[config.mk]
export PLATFORM = sky130hd
export DESIGN_NAME = fetch_sequencer
export DESIGN_NICKNAME = d
export VERILOG_FILES = /design/src/rtl/fetch_sequencer.sv
export SDC_FILE = /design/constraint.sdc
export NUM_CORES = 1
export LEC_CHECK = 0
export BUFFER_PORTS_ARGS = -buffer_cell sky130_fd_sc_hd__buf_4
export CAP_MARGIN = 5
export CELL_PAD_IN_SITES_DETAIL_PLACEMENT = 0
export CELL_PAD_IN_SITES_GLOBAL_PLACEMENT = 1
export CORE_ASPECT_RATIO = 0.5
export CORE_MARGIN = 10
export CORE_UTILIZATION = 32
export DETAILED_ROUTE_END_ITERATION = 16
export PLACE_DENSITY = 0.85
export SYNTH_ARGS = -nofsm -noshare
export SYNTH_HDL_FRONTEND = slang
export SYNTH_SLANG_ARGS = --single-unit
[constraint.sdc]
create_clock -name clk -period 1.8 [get_ports clk]
set_input_delay 0 -clock clk [delete_from_list [all_inputs] [get_ports clk]]
set_output_delay 0 -clock clk [all_outputs]
set_load 0.02 [all_outputs]
[src/rtl/fetch_sequencer.sv]
// ---------------------------------------------------------------------------
// FetchSequencer (top: fetch_sequencer)
//
// Purpose:
//   Owns the fetch PC and runs a single-outstanding request/grant/response
//   handshake with instruction memory. It arbitrates the execute-stage
//   redirect (branch/JALR) against the decode-stage redirect (JAL) and drops
//   fetches that were squashed while in flight, so they never reach decode.
//
// Ports:
//   clk, rst             clock and synchronous active-high reset
//   ex_redirect_i/target execute-stage redirect request and target
//   id_redirect_i/target decode-stage redirect request and target
//   imem_req_o           fetch request to instruction memory
//   imem_addr_o          fetch address (always equals pc_o)
//   imem_gnt_i           memory accepted the request this cycle
//   imem_rvalid_i        response data valid
//   imem_rdata_i         response instruction word
//   instr_valid_o        buffered instruction presented to decode
//   instr_o, instr_pc_o  buffered instruction and its address
//   instr_ready_i        decode accepts the buffered instruction
//   pc_o                 current fetch PC
//   flush_o              redirect accepted this cycle (combinational)
//   misalign_o           one-cycle pulse after accepting a misaligned target
// ---------------------------------------------------------------------------
module fetch_sequencer #(
    parameter int unsigned          ADDR_W   = 16,
    parameter logic [ADDR_W-1:0]    RESET_PC = '0
) (
    input  logic                clk,
    input  logic                rst,
    input  logic                ex_redirect_i,
    input  logic [ADDR_W-1:0]   ex_target_i,
    input  logic                id_redirect_i,
    input  logic [ADDR_W-1:0]   id_target_i,
    output logic                imem_req_o,
    output logic [ADDR_W-1:0]   imem_addr_o,
    input  logic                imem_gnt_i,
    input  logic                imem_rvalid_i,
    input  logic [31:0]         imem_rdata_i,
    output logic                instr_valid_o,
    output logic [31:0]         instr_o,
    output logic [ADDR_W-1:0]   instr_pc_o,
    input  logic                instr_ready_i,
    output logic [ADDR_W-1:0]   pc_o,
    output logic                flush_o,
    output logic                misalign_o
);

    typedef enum logic [1:0] {
        IDLE,
        REQ,
        WAIT,
        HOLD
    } state_e;

    state_e             state_q;
    logic [ADDR_W-1:0]  pc_q;
    logic               kill_q;
    logic               req_q;
    logic               valid_q;
    logic [31:0]        instr_q;
    logic [ADDR_W-1:0]  instrPc_q;
    logic               misalign_q;

    logic               redirAccept;
    logic [ADDR_W-1:0]  redirTarget;
    logic [ADDR_W-1:0]  alignedTarget;
    logic               redirMisaligned;
    logic [ADDR_W-1:0]  pcPlus4;

    // Redirect arbitration. The execute-stage request wins because its
    // instruction is older than the one in decode. Nothing is accepted while
    // IDLE, which is only the single cycle straight out of reset. The low two
    // bits of the target are cleared for fetch, but remembered so a
    // misaligned target can be reported one cycle later.
    always_comb begin
        redirTarget     = ex_redirect_i ? ex_target_i : id_target_i;
        redirAccept     = (state_q != IDLE) && (ex_redirect_i || id_redirect_i);
        redirMisaligned = (redirTarget[1:0] != 2'b00);
        alignedTarget   = {redirTarget[ADDR_W-1:2], 2'b00};
        pcPlus4         = pc_q + ADDR_W'(4);
    end

    // Fetch FSM with all outputs registered. A redirect always overwrites the
    // PC, whatever the state. The kill flag marks a response that belongs to
    // an address that has since been redirected away from; that response is
    // swallowed in WAIT instead of being handed to decode. In HOLD a redirect
    // takes precedence over the sequential +4 step even if decode is ready,
    // so the buffered instruction is dropped rather than delivered.
    always_ff @(posedge clk) begin
        if (rst) begin
            state_q    <= IDLE;
            pc_q       <= RESET_PC;
            kill_q     <= 1'b0;
            req_q      <= 1'b0;
            valid_q    <= 1'b0;
            instr_q    <= '0;
            instrPc_q  <= '0;
            misalign_q <= 1'b0;
        end else begin
            misalign_q <= redirAccept && redirMisaligned;

            if (redirAccept) begin
                pc_q <= alignedTarget;
            end

            case (state_q)
                IDLE: begin
                    state_q <= REQ;
                    req_q   <= 1'b1;
                end

                REQ: begin
                    if (imem_gnt_i) begin
                        state_q <= WAIT;
                        req_q   <= 1'b0;
                        kill_q  <= redirAccept;
                    end
                end

                WAIT: begin
                    if (imem_rvalid_i) begin
                        if (kill_q || redirAccept) begin
                            kill_q  <= 1'b0;
                            state_q <= REQ;
                            req_q   <= 1'b1;
                        end else begin
                            instr_q   <= imem_rdata_i;
                            instrPc_q <= pc_q;
                            valid_q   <= 1'b1;
                            state_q   <= HOLD;
                        end
                    end else if (redirAccept) begin
                        kill_q <= 1'b1;
                    end
                end

                HOLD: begin
                    if (redirAccept) begin
                        valid_q <= 1'b0;
                        state_q <= REQ;
                        req_q   <= 1'b1;
                    end else if (instr_ready_i) begin
                        pc_q    <= pcPlus4;
                        valid_q <= 1'b0;
                        state_q <= REQ;
                        req_q   <= 1'b1;
                    end
                end

                default: begin
                    state_q <= IDLE;
                    req_q   <= 1'b0;
                    valid_q <= 1'b0;
                    kill_q  <= 1'b0;
                end
            endcase
        end
    end

    assign imem_req_o    = req_q;
    assign imem_addr_o   = pc_q;
    assign pc_o          = pc_q;
    assign instr_valid_o = valid_q;
    assign instr_o       = instr_q;
    assign instr_pc_o    = instrPc_q;
    assign flush_o       = redirAccept;
    assign misalign_o    = misalign_q;

endmodule

==> results.yml <==
detailed_routing:
  dr.pass1.iters: 4
  highest-signal-layer: "met4"
  met2_wirelength_mm: 5.76
  met1_length_mm: 4.51
  via_per_inst: 4.60
  post_drt_wl_per_cell_um: 15.5
  ant_nets: 0
  route.met3.wl_um: 513
  wl_mm: 10.9
  vias: 3223
  drt_iter0_drc: 185
  drc: 0
pwr:
  p_int_mw: 3.09
  switching_share_pct: 26.7
  power-per-cell-area_nw_per_um2: 835
  clkPwrFrac_pct: 40.7
  seq_power_share_pct: 39.7
  leakage_nw: 2.13
  power_frac_comb_pct: 19.5
  ir_drop_v: 0.000452
  p_switching_mw: 1.12
global_route:
  grt_pass1_vias: 3232
  grt_use_total_pct: 14.8
  overflow: 0
  antenna_found_initial: 0
  grt_pass1_wl_mm: 17.5
  grt_max_degree: 49
floorplanning:
  io_pins: 155
  num_rows: 25
  coreArea_um2: 9510
  start_util_pct: 33.1
  die_y_um: 90.1
  die_x_um: 160
  die-area_um2: 14400
critical_path:
  cpPeakStageDelay_ps: 360
  rr_worst_depth: 6
  endpoint_kind: "register"
  crit_end: "imem_req_o"
  path_max_fanout: 4
  start_kind: "register"
  r2r_end: "imem_req_o"
  crit_slowest_cell: "dfxtp_1"
  crit_cells: 6
  r2r_slack_ps: 130
  cp-startpoint: "state_q[0]"
  rr_startpoint: "state_q[0]"
  crit_buf_inv: 1
  required_ps: 2040
  critPathKind: "register to register"
  cp.arrival_ps: 1900
  path_cells: "inv_1 > ha_1 > and2b_1 > o21ai_0 > a21oi_1 > a311oi_1"
  critPathTopFamily: "compound AO/OA/AOI/OAI gates"
placed_design:
  port_buffers: 154
  gp_congestion: 0.782
  hpwl_mm: 7.84
logic_synthesis:
  ys_ff_latch: 70
  synth_area_per_cell_um2: 8.15
  yosysSeqAreaShare_pct: 44.6
  synth_cells: 386
  yosysUniqueCellTypes: 45
  yosysTopAreaCellShare_pct: 44.6
  yosys_warnings: 0
  syn-cell-area_um2: 3150
  ys.flop_type: "dfxtp_1"
  synth_edf_count: 0
  syn_nets: 462
  synth_top_cells_by_area: "dfxtp_1, nand2_1, a21oi_1"
  ys_async_sr_fraction_pct: 0
  yosys.area.top_type: "dfxtp_1"
clocking:
  cts.clk_slew.worst_paths_ps: 60
  cts_max_level: 3
  insertion_delay_ps: 330
  ctsLongestPathBuffers: 2
  clockRootBuffer: "clkbuf_16"
  cts_buffers: 9
  cts.sinks: 70
  cts_tree: "yes"
final_layout:
  final_cell_mix: "buf_4, nand2_1, dfxtp_1"
  insertedDiodeCount: 0
  register_area_um2: 1400
  multiInputGateArea_um2: 1500
  final_common_cell: "buf_4"
  drive_gt1_share_pct: 34.6
  final_nets: 637
  nFillCells: 928
  syn_to_final_growth_pct: 60.5
sta:
  slew_headroom_pct: 72.6
  hold_viol: 0
  slew_viol_final: 0
  rsz0062_at_grt: "no"
  finalSetupViolCount: 0
  fin_tns_setup_ps: 0
  fin_crit_sh_pct: 92.6
  fmax_ghz: 0.600
  whs_ps: 20.0
  worst_pin_slew_ps: 411
  skew_ps: 4.69
  period_needed_ps: 1670
outcome:
  status: "completed"
worst_hold_path:
  hold_class: "input port to register"
flow_run:
  maxCapViolCount: 0
synthesized netlist by cell type, types with 2 or more instances:
| library cell | instances |
|---|---|
| a221oi_2 | 2 |
| and2_1 | 2 |
| nand3_1 | 8 |
| a21o_1 | 2 |
| or3_1 | 2 |
| inv_1 | 8 |
| nor2_1 | 6 |
| xnor2_1 | 7 |
| nor3_1 | 9 |
| a211oi_1 | 15 |
| a22oi_1 | 3 |
| a311oi_1 | 3 |
| and3_1 | 2 |
| xor2_1 | 3 |
| clkbuf_1 | 9 |
| nor2b_1 | 13 |
| nor4_1 | 2 |
| nand2_1 | 102 |
| o22ai_1 | 2 |
| ha_1 | 5 |
| buf_4 | 18 |
| dfxtp_1 | 70 |
| nand4_1 | 4 |
| buf_2 | 14 |
| o21ai_0 | 3 |
| a21oi_1 | 53 |
kinds of logic after synthesis:
| logic type | count (synthesis) | share of synthesized area [%] |
|---|---|---|
| AOI/OAI and AO/OA | 91 | 18.0 |
| xor gates and xnor gates | 10 | 2.78 |
| adders and majority gates | 5 | 1.99 |
| and+or+nand+nor | 159 | 23.7 |
| muxes | 1 | 0.318 |
| DFF | 70 | 44.6 |
| buffers and inverters | 50 | 8.67 |
power by group through the flow:
| stage | Sequential [mW] | Combinational, mW | Clock, mW |
|---|---|---|---|
| 2_1_floorplan | 1.78 | 0.340 | 0 |
| 3_3_place_gp | 1.70 | 0.759 | 0 |
| 3_5_place_dp | 1.71 | 0.760 | 0 |
| 4_1_cts | 1.67 | 0.824 | 1.76 |
| 5_1_grt | 1.68 | 0.887 | 1.84 |
| 6_report | 1.67 | 0.823 | 1.72 |
how the worst min path moves through the flow:
stage                          start        endpoint  cells past startpoint
detailed placement  imem_rdata_i[15]     instr_o[15]                      3
finish                 instr_ready_i  imem_addr_o[3]                      3
floorplan            imem_rdata_i[0]      instr_o[0]                      2
global placement    imem_rdata_i[18]     instr_o[18]                      3
CTS                    instr_ready_i  imem_addr_o[3]                      3
global route          id_target_i[1]      misalign_o                      3
repair_timing:
item,CTS,global route
hold buffers,34,0
resized for setup,0,4
endpoints found under the hold margin,33,0
setup endpoints to repair,0,41
buffers inserted,0,2
area by class of cell:
| class | count | share of cell area [%] |
|---|---|---|
| clock buffer | 12 | 4.68 |
| clock inverter | 4 | 0.942 |
| inverter | 8 | 0.595 |
| multi-input combinational | 266 | 29.6 |
| sequential | 70 | 27.8 |
| tap | 135 | 3.34 |
| timing repair buffer | 206 | 33.1 |
tightest hold or removal path, cell delays in order:
cell      delay [ps]
buf_4            150
nand3_1           70
a311oi_1          80
sequential cells by signal (all words and copies together) (netlist names):
| signal | flops |
|---|---|
| misalign_o | 1 |
| instr_valid_o | 1 |
| imem_addr_o | 16 |
| state_q | 2 |
| instr_pc_o | 16 |
| imem_req_o | 1 |
| instr_o | 32 |
| kill_q | 1 |
through the flow:
step	util (%)	total power, mW	cells	worst slack, ps	instance area (um2)
after floorplan	-	2.12	386	146	3150
after global placement	46.2	2.46	649	157	4390
after detailed placement	46.2	2.47	649	98.6	4390
after CTS	52.7	4.26	699	72.2	5010
after global routing	53.1	4.41	701	2.36	5050
final	53.1	4.21	701	134	5050
per-layer routing:
layer / vias to the layer above / global-route usage [%]
met4: 0 / 3.19
li1: 1660 / -
met5: - / 0
met2: 67 / 27.0
met3: 7 / 4.73
met1: 1489 / 16.4
Power figures use the tool's default switching activity.
